$ cat src/rtl/div64by32.sv
`default_nettype none
// ============================================================================
// Module   : div64by32
// Purpose  : Multi-cycle unsigned divider. It divides a 2*DW-bit dividend by
//            a DW-bit divisor and produces a DW-bit quotient and a DW-bit
//            remainder using a restoring algorithm. Radix-2 retires one
//            quotient bit per cycle. With DIV_RADIX4_EN defined, radix-4
//            retires two bits per cycle.
//            Overflow and divide-by-zero cases bypass the iteration and
//            finish in a single cycle.
// Ports    : clk, rst_n          clock, asynchronous active-low reset
//            in_valid/in_ready   operand handshake (accept when both high)
//            dividend, divisor   operands, sampled on accept
//            out_valid/out_ready result handshake
//            quotient, remainder result, held until handoff
//            overflow            quotient would not fit in DW bits
//            div_by_zero         divisor was zero
// Macro    : DIV_RADIX4_EN - two restoring steps per CALC cycle (DW even)
// Revision : 1.0 - initial release
// ============================================================================
module div64by32 #(
  parameter int DW = 32
) (
  input  logic            clk,
  input  logic            rst_n,
  input  logic            in_valid,
  output logic            in_ready,
  input  logic [2*DW-1:0] dividend,
  input  logic [DW-1:0]   divisor,
  output logic            out_valid,
  input  logic            out_ready,
  output logic [DW-1:0]   quotient,
  output logic [DW-1:0]   remainder,
  output logic            overflow,
  output logic            div_by_zero
);

  localparam logic [1:0] IDLE = 2'd0;
  localparam logic [1:0] CALC = 2'd1;
  localparam logic [1:0] DONE = 2'd2;

`ifdef DIV_RADIX4_EN
  localparam int STEP = 2;
`else
  localparam int STEP = 1;
`endif

  localparam int            CW     = $clog2(DW + 1);
  localparam logic [CW-1:0] C_STEP = CW'(STEP);
  // The counter holds the number of bits already retired. The final CALC
  // cycle is the one that starts with DW-STEP bits done.
  localparam logic [CW-1:0] C_LAST = CW'(DW - STEP);

  logic [1:0]    state_q, state_d;
  logic [DW-1:0] rem_q, rem_d;
  logic [DW-1:0] q_q, q_d;
  logic [DW-1:0] divisor_q, divisor_d;
  logic [CW-1:0] cnt_q, cnt_d;
  logic [DW-1:0] quotient_q, quotient_d;
  logic [DW-1:0] remainder_q, remainder_d;
  logic          overflow_q, overflow_d;
  logic          div_by_zero_q, div_by_zero_d;

  // One restoring step. The result is {rem_next, q_next}. Entering CALC
  // requires rem < divisor, so t < 2*divisor. The subtraction therefore
  // always lands below divisor, and only its low DW bits are needed.
  function automatic logic [2*DW-1:0] restore_step(
    input logic [DW-1:0] rem,
    input logic [DW-1:0] q,
    input logic [DW-1:0] d
  );
    logic [DW:0]   t;
    logic [DW-1:0] rem_n;
    logic          bit_n;
    t = {rem, q[DW-1]};
    if (t >= {1'b0, d}) begin
      rem_n = t[DW-1:0] - d;
      bit_n = 1'b1;
    end else begin
      rem_n = t[DW-1:0];
      bit_n = 1'b0;
    end
    return {rem_n, q[DW-2:0], bit_n};
  endfunction

  logic [2*DW-1:0] step1;
  logic [2*DW-1:0] step_out;

  assign step1 = restore_step(rem_q, q_q, divisor_q);
`ifdef DIV_RADIX4_EN
  assign step_out = restore_step(step1[2*DW-1:DW], step1[DW-1:0], divisor_q);
`else
  assign step_out = step1;
`endif

  logic [DW-1:0] dvd_hi;
  logic [DW-1:0] dvd_lo;
  assign dvd_hi = dividend[2*DW-1:DW];
  assign dvd_lo = dividend[DW-1:0];

  always_comb begin
    state_d       = state_q;
    rem_d         = rem_q;
    q_d           = q_q;
    divisor_d     = divisor_q;
    cnt_d         = cnt_q;
    quotient_d    = quotient_q;
    remainder_d   = remainder_q;
    overflow_d    = overflow_q;
    div_by_zero_d = div_by_zero_q;

    case (state_q)
      IDLE: begin
        if (in_valid) begin
          rem_d     = dvd_hi;
          q_d       = dvd_lo;
          divisor_d = divisor;
          cnt_d     = '0;
          // A zero divisor always satisfies hi >= divisor, so it takes the
          // overflow path as well.
          if (dvd_hi >= divisor) begin
            state_d       = DONE;
            quotient_d    = '1;
            remainder_d   = dvd_lo;
            overflow_d    = 1'b1;
            div_by_zero_d = (divisor == '0);
          end else begin
            state_d = CALC;
          end
        end
      end
      CALC: begin
        rem_d = step_out[2*DW-1:DW];
        q_d   = step_out[DW-1:0];
        cnt_d = cnt_q + C_STEP;
        if (cnt_q == C_LAST) begin
          state_d       = DONE;
          quotient_d    = step_out[DW-1:0];
          remainder_d   = step_out[2*DW-1:DW];
          overflow_d    = 1'b0;
          div_by_zero_d = 1'b0;
        end
      end
      DONE: begin
        if (out_ready) begin
          state_d = IDLE;
        end
      end
      default: state_d = IDLE;
    endcase
  end

  always_ff @(posedge clk or negedge rst_n) begin
    if (!rst_n) begin
      state_q       <= IDLE;
      rem_q         <= '0;
      q_q           <= '0;
      divisor_q     <= '0;
      cnt_q         <= '0;
      quotient_q    <= '0;
      remainder_q   <= '0;
      overflow_q    <= 1'b0;
      div_by_zero_q <= 1'b0;
    end else begin
      state_q       <= state_d;
      rem_q         <= rem_d;
      q_q           <= q_d;
      divisor_q     <= divisor_d;
      cnt_q         <= cnt_d;
      quotient_q    <= quotient_d;
      remainder_q   <= remainder_d;
      overflow_q    <= overflow_d;
      div_by_zero_q <= div_by_zero_d;
    end
  end

  // The handshake flags decode directly from the state. Reset therefore
  // takes effect on them immediately, without waiting for a clock edge.
  assign in_ready    = (state_q == IDLE);
  assign out_valid   = (state_q == DONE);
  assign quotient    = quotient_q;
  assign remainder   = remainder_q;
  assign overflow    = overflow_q;
  assign div_by_zero = div_by_zero_q;

endmodule
`default_nettype wire

$ cat config.mk
export PLATFORM = sky130hd
export DESIGN_NAME = div64by32
export DESIGN_NICKNAME = d
export VERILOG_FILES = /design/src/rtl/div64by32.sv
export SDC_FILE = /design/constraint.sdc
export NUM_CORES = 1
export LEC_CHECK = 0
export CAP_MARGIN = 30
export CORE_MARGIN = 2
export CORE_UTILIZATION = 50
export DETAILED_ROUTE_END_ITERATION = 8
export PLACE_DENSITY_LB_ADDON = 0.3
export REMOVE_ABC_BUFFERS = 1
export SETUP_SLACK_MARGIN = 0.15
export SKIP_CTS_REPAIR_TIMING = 1
export SLEW_MARGIN = 20
export SYNTH_ARGS = -nofsm -noshare
export SYNTH_HDL_FRONTEND = slang
export SYNTH_SLANG_ARGS = --single-unit
$ cat constraint.sdc
create_clock -name clk -period 3.2 [get_ports clk]
set_input_delay 0.96 -clock clk [delete_from_list [all_inputs] [get_ports clk]]
set_output_delay 0.96 -clock clk [all_outputs]
set_load 0.1 [all_outputs]
==> results of run 1 <==
[final cells by class]
| class | count | area [µm²] | share of cell area |
|---|---|---|---|
| multi-input cells | 900 | 5888 | 0.4186 |
| flip-flops and latches | 170 | 4258 | 0.3027 |
| repair buffers | 301 | 2753 | 0.1957 |
| clock buffers | 20 | 456.7 | 0.03247 |
| well taps | 270 | 337.8 | 0.02402 |
| inverters | 71 | 266.5 | 0.01895 |
| clock inverters | 12 | 106.4 | 0.007561 |
[cells by family (layout without fill, tap and decap cells)]
logic type      Yosys count  in the layout
flops                   170            170
fa+ha+maj                66             66
compound gates          312            312
mux                      26             26
buf+inv                 138            404
simple gates            470            471
xor+xnor                 25             25
[state kept, by name, summed over array words and instances (netlist names)]
register	count
divisor_q	32
div_by_zero	1
q_q	32
quotient	32
state_q	2
rem_q	32
remainder	32
overflow	1
cnt_q	6
[worst max-delay path, delay by kind of cell]
family,cells,cell delay [ps]
simple gates,5,710
compound gates,3,570
fa+ha+maj,1,280
buf+inv,6,790
[cell usage after synthesis (3+ instances only)]
| cell type | instances | area [µm²] |
|---|---|---|
| nand3_1 | 12 | 60.06 |
| o31ai_1 | 6 | 45.04 |
| a31oi_1 | 14 | 87.58 |
| o21bai_1 | 3 | 22.52 |
| buf_2 | 14 | 70.07 |
| xnor2_1 | 14 | 122.6 |
| buf_1 | 6 | 22.52 |
| nand2b_1 | 6 | 37.54 |
| or3_1 | 8 | 50.05 |
| a21o_1 | 27 | 202.7 |
| o22ai_1 | 8 | 50.05 |
| o211ai_1 | 11 | 82.58 |
| a221oi_1 | 4 | 35.03 |
| a22o_1 | 9 | 78.83 |
| nor4_1 | 9 | 56.30 |
| and2_1 | 8 | 50.05 |
| ha_1 | 65 | 813.3 |
| xor2_1 | 11 | 96.34 |
| a21boi_0 | 9 | 67.56 |
| inv_1 | 71 | 266.5 |
| and3_1 | 18 | 112.6 |
| dfrtp_1 | 170 | 4254 |
| clkbuf_1 | 43 | 161.4 |
| o21ai_0 | 104 | 520.5 |
| a21oi_1 | 68 | 340.3 |
| mux2i_1 | 24 | 240.2 |
| nor2b_1 | 7 | 43.79 |
| a21boi_1 | 3 | 22.52 |
| nand4_1 | 13 | 81.33 |
| o21a_1 | 5 | 37.54 |
| and4_1 | 4 | 35.03 |
| nand2_1 | 186 | 698.2 |
| nor2_1 | 153 | 574.3 |
| a211oi_1 | 14 | 105.1 |
| nor3_1 | 40 | 200.2 |
[metal layers]
metal	global-route usage	part of all wire	wire [µm]	vias up
met5	0	0	0	-
met4	0.09417	0.029	942	0
met3	0.04438	0.065	2088	74
met2	0.4425	0.47	14980	391
met1	0.4020	0.44	14150	4775
li1	-	-	-	4704
[metrics by stage]
stage	hold WS (ps)	TNS (ps)	std cells	setup slack [ps]	util
2_1_floorplan	449.7	-254550	1140	-2674	-
3_3_place_gp	463.9	-42090	1697	-695.3	0.6321
3_5_place_dp	471.3	-48780	1697	-808.3	0.6321
4_1_cts	487.1	-17660	1729	-339.1	0.6601
5_1_grt	500.0	0	1744	95.66	0.6997
6_report	480.8	0	1744	189.6	0.6997
[worst min path at each step]
stage,from,end,slack [ps],cells after the start
floorplan,divisor_q[0]$_DFFE_PN0P_,divisor_q[0]$_DFFE_PN0P_,450,2
global placement,quotient[28]$_DFFE_PN0P_,quotient[28]$_DFFE_PN0P_,460,2
detailed placement,quotient[28]$_DFFE_PN0P_,quotient[28]$_DFFE_PN0P_,470,2
CTS,quotient[28]$_DFFE_PN0P_,quotient[28]$_DFFE_PN0P_,490,2
global route,cnt_q[5]$_DFFE_PN0P_,cnt_q[5]$_DFFE_PN0P_,500,1
finish,quotient[8]$_DFFE_PN0P_,quotient[8]$_DFFE_PN0P_,480,2
==> impl_metrics.json, run 1 <==
{
  "ys_seq_elements": 170,
  "core_um2": 20100,
  "path_class": "primary input to flop",
  "critPathCaptureType": "flop",
  "synth-simple-area-share": 0.2033,
  "area_delta_synth_final_pct": 38.48,
  "cts_buffers": 17,
  "place_congestion": 0.9102,
  "first_iter_violations": 727,
  "yosysWarnings": 0,
  "grt_overflow": 0,
  "max_slew_margin": 0.4478,
  "fp-row-count": 52,
  "endpoint": "remainder[17]$_DFFE_PN0P_",
  "final_cell_mix": "183 x buf_4, 182 x nand2_1, 167 x dfrtp_1",
  "grt_usage": 0.2819,
  "outcome": "completed",
  "ys.flop_type": "dfrtp_1",
  "timing.rr.end": "rem_q[28]$_DFFE_PN0P_",
  "diodes": 0,
  "regToRegStartpoint": "q_q[31]$_DFFE_PN0P_",
  "wl_per_cell_um": 18.44,
  "final_common_cell": "buf_4",
  "max_cap_viol_count": 0,
  "slowest_delay_ps": 390,
  "ys_types": 66,
  "path_max_fanout": 6,
  "die-area_um2": 21470,
  "fmax_mhz": 332.2,
  "post-route-period-util": 0.9407,
  "num_vias": 9944,
  "die_w_um": 146.5,
  "min_path_type": "flop to flop",
  "path_clk_slew_ps": 70,
  "grt_pass1_vias": 9282,
  "final_area_um2": 14070,
  "clock_sinks": 170,
  "slew_violations": 0,
  "syn-cell-area_um2": 10160,
  "critPathLaunch": "divisor[23]",
  "htreeDepth": 4,
  "rsz0062_at_grt": "yes",
  "synth_xor_area_frac": 0.02156,
  "synth_edf_count": 0,
  "postRouteAntennaNets": 0,
  "grt_pass1_wl_um": 48350,
  "dr.pass1.iters": 7,
  "cts_root_buf": "clkbuf_16",
  "slowest_stage": "o211ai_1",
  "via_per_inst": 5.702,
  "synth_seq_area_share": 0.4188,
  "r2r.worst_path.cells": 13,
  "grt_max_degree": 98,
  "fin_skew_ps": 10.18,
  "port_buffers": 167,
  "pin_count": 168,
  "fp.dieH_um": 146.5,
  "cp_cell_sequence": "dlymetal6s2s_1 > inv_2 > ha_4 > and4_4 > buf_4 > nand3b_1 > nor2_2 > a211oi_2 > o211ai_1 > nand2_4 > buf_12 > buf_12 > buf_4 > nand2_2 > o221ai_2",
  "clk_path_buf_depth": 2,
  "synthMuxAreaShare": 0.02587,
  "async_reset_ff_frac": 1.000,
  "tightest_slew_ps": 828.3,
  "period_minus_slack_ps": 3010,
  "hpwl_um": 22380,
  "n_fill_cell": 1502,
  "synth_top_family_by_area": "simple AND/OR/NAND/NOR gates",
  "setup_viol": 0,
  "synth_compound_area_frac": 0.1925,
  "start_util": 0.5052,
  "post_dp_cell_area_um2": 12710,
  "reg2reg_slack_ps": 230,
  "antenna_found_initial": 0,
  "synthAdderAreaFrac": 0.08204,
  "wl_um": 32160,
  "cp.arrival_ps": 3310,
  "avgSynthCellArea_um2": 8.415,
  "final_hold_viol_count": 0,
  "cp.required_ps": 3500,
  "drive_above_1_share": 0.2436,
  "clock_latency_ps": 440,
  "critPathLaunchType": "primary input",
  "cts_tree": "built",
  "drcViolationCount": 0,
  "finish.net_count": 1627,
  "syn_inst": 1207
}
Power of run 1 is not shown: default switching activity piles up to over one toggle a cycle in this logic, so the estimate is an artifact.
==> run 2: changes to the inputs <==
==> constraint.sdc (replaced) <==
create_clock -name clk -period 3.2 [get_ports clk]
set_input_delay 0.96 -clock clk [delete_from_list [all_inputs] [get_ports clk]]
set_output_delay 0.96 -clock clk [all_outputs]
set_load 0.02 [all_outputs]
==> impl_metrics.json, run 2 (same netlist as run 1, synthesis figures left out) <==
{
  "outcome": "completed",
  "start_util": 0.5052,
  "post-route-period-util": 0.9561,
  "port_buffers": 167,
  "wl_per_cell_um": 18.67,
  "final_area_um2": 14360,
  "p_int_mw": 9.248,
  "die_w_um": 146.5,
  "period_minus_slack_ps": 3060,
  "critPathLaunch": "divisor[23]",
  "max_slew_margin": 0.4478,
  "setup_viol": 0,
  "total_power_mw": 17.50,
  "grt_overflow": 0,
  "core_um2": 20100,
  "clock_sinks": 170,
  "path_clk_slew_ps": 70,
  "pre_cts_slack_ps": -753.1,
  "cpMostUsedCell": "buf_4",
  "clock_latency_ps": 440,
  "fp.dieH_um": 146.5,
  "cts_root_buf": "clkbuf_16",
  "regToRegStartpoint": "rem_q[0]$_DFFE_PN0P_",
  "grt_pass1_vias": 9597,
  "die-area_um2": 21470,
  "power_density_nw_per_um2": 1219,
  "final_cell_mix": "184 x nand2_1, 170 x dfrtp_1, 150 x nor2_1",
  "slowest_stage": "o211ai_1",
  "fin_util": 0.7142,
  "fmax_mhz": 326.9,
  "dr.pass1.iters": 5,
  "clockPowerShare": 0.114,
  "path_buf_inv": 6,
  "cp.arrival_ps": 3380,
  "htreeDepth": 4,
  "cp.required_ps": 3520,
  "fin_skew_ps": 8.853,
  "seqPwrFrac": 0.226,
  "via_per_inst": 5.761,
  "critPathCaptureType": "flop",
  "drive_above_1_share": 0.1858,
  "rsz0062_at_grt": "yes",
  "peakVddDrop_v": 0.0004776,
  "power.switching_mw": 8.253,
  "final_hold_viol_count": 0,
  "diodes": 0,
  "first_iter_violations": 802,
  "tightest_slew_ps": 828.3,
  "max_cap_viol_count": 0,
  "grt_max_degree": 67,
  "antenna_found_initial": 0,
  "timing.hold.ws_ps": 477.8,
  "leakagePower_nw": 6.898,
  "place_congestion": 0.9348,
  "cts_buffers": 17,
  "path_class": "primary input to flop",
  "setup_slack_ps": 140.5,
  "finish.net_count": 1622,
  "post_dp_cell_area_um2": 12810,
  "slowest_delay_ps": 320,
  "final_common_cell": "nand2_1",
  "drcViolationCount": 0,
  "wl_um": 32480,
  "min_path_type": "flop to flop",
  "layoutNonFillerInstCount": 1739,
  "fp-row-count": 52,
  "switching_share": 0.4716,
  "dp.cells": 1688,
  "grt_pass1_wl_um": 48970,
  "crit_family": "buffers and inverters",
  "path_max_fanout": 13,
  "hp-start": "remainder[18]$_DFFE_PN0P_",
  "comb_power_share": 0.660,
  "grt_usage": 0.2841,
  "area_delta_synth_final_pct": 41.37,
  "num_vias": 10018,
  "critPathLaunchType": "primary input",
  "pin_count": 168,
  "slew_violations": 0,
  "clk_path_buf_depth": 2,
  "hpwl_um": 22340,
  "postRouteAntennaNets": 0,
  "cts_tree": "built",
  "final.setup.tns_ps": 0,
  "cp_cell_sequence": "dlymetal6s2s_1 > inv_1 > ha_4 > and4_4 > buf_4 > nand3b_1 > nor2_1 > a211oi_2 > o211ai_1 > nand2_4 > buf_6 > buf_8 > buf_4 > a221o_1"
}
==> run 2: routing by layer <==
metal  vias up  global-route usage  share of wire
li1       4689                   -              -
met1      4820              0.3980           0.43
met2       444              0.4493           0.47
met3        65             0.05406          0.078
met4         0             0.08932          0.025
met5         -                   0              0
==> run 2: final timing paths <==
| check | cells past startpoint | end | slack, ps |
|---|---|---|---|
| setup / recovery | 14 | remainder[29]$_DFFE_PN0P_ | 140 |
| setup reg to reg | 10 | remainder[27]$_DFFE_PN0P_ | 190 |
| max in group asynchronous | 2 | q_q[8]$_DFFE_PN0P_ | 1970 |
| min in group asynchronous | 1 | divisor_q[6]$_DFFE_PN0P_ | 490 |
| hold reg to reg | 1 | remainder[18]$_DFFE_PN0P_ | 480 |
| hold / removal | 1 | remainder[18]$_DFFE_PN0P_ | 480 |
==> run 2: worst register-to-register path: cells and delay by family (launching register included) <==
| family | cells | cell delay (ps) |
|---|---|---|
| DFF | 1 | 450 |
| AOI/OAI and AO/OA | 7 | 1600 |
| and+or+nand+nor | 2 | 500 |
| adders and majority gates | 1 | 330 |
==> run 2: final cells by class <==
type / instances / area, µm²
Sequential cell: 170 / 4254
Tap cell: 270 / 337.8
Fill cell: 1439 / 5746
Clock inverter: 13 / 106.4
Multi-Input combinational cell: 899 / 5952
Timing Repair Buffer: 297 / 2999
Clock buffer: 19 / 442.9
Inverter: 71 / 266.5
==> run 2: power by group through the flow <==
stage | logic (mW) | registers [mW] | clock network, mW
finish | 11.6 | 3.96 | 1.99
global route | 12.5 | 4.07 | 2.09
CTS | 10.1 | 3.89 | 1.99
detailed placement | 10.1 | 3.91 | 0
global placement | 9.87 | 3.89 | 0
floorplan | 6.08 | 4.26 | 0
No activity file was read; power rests on OpenSTA's default activity.
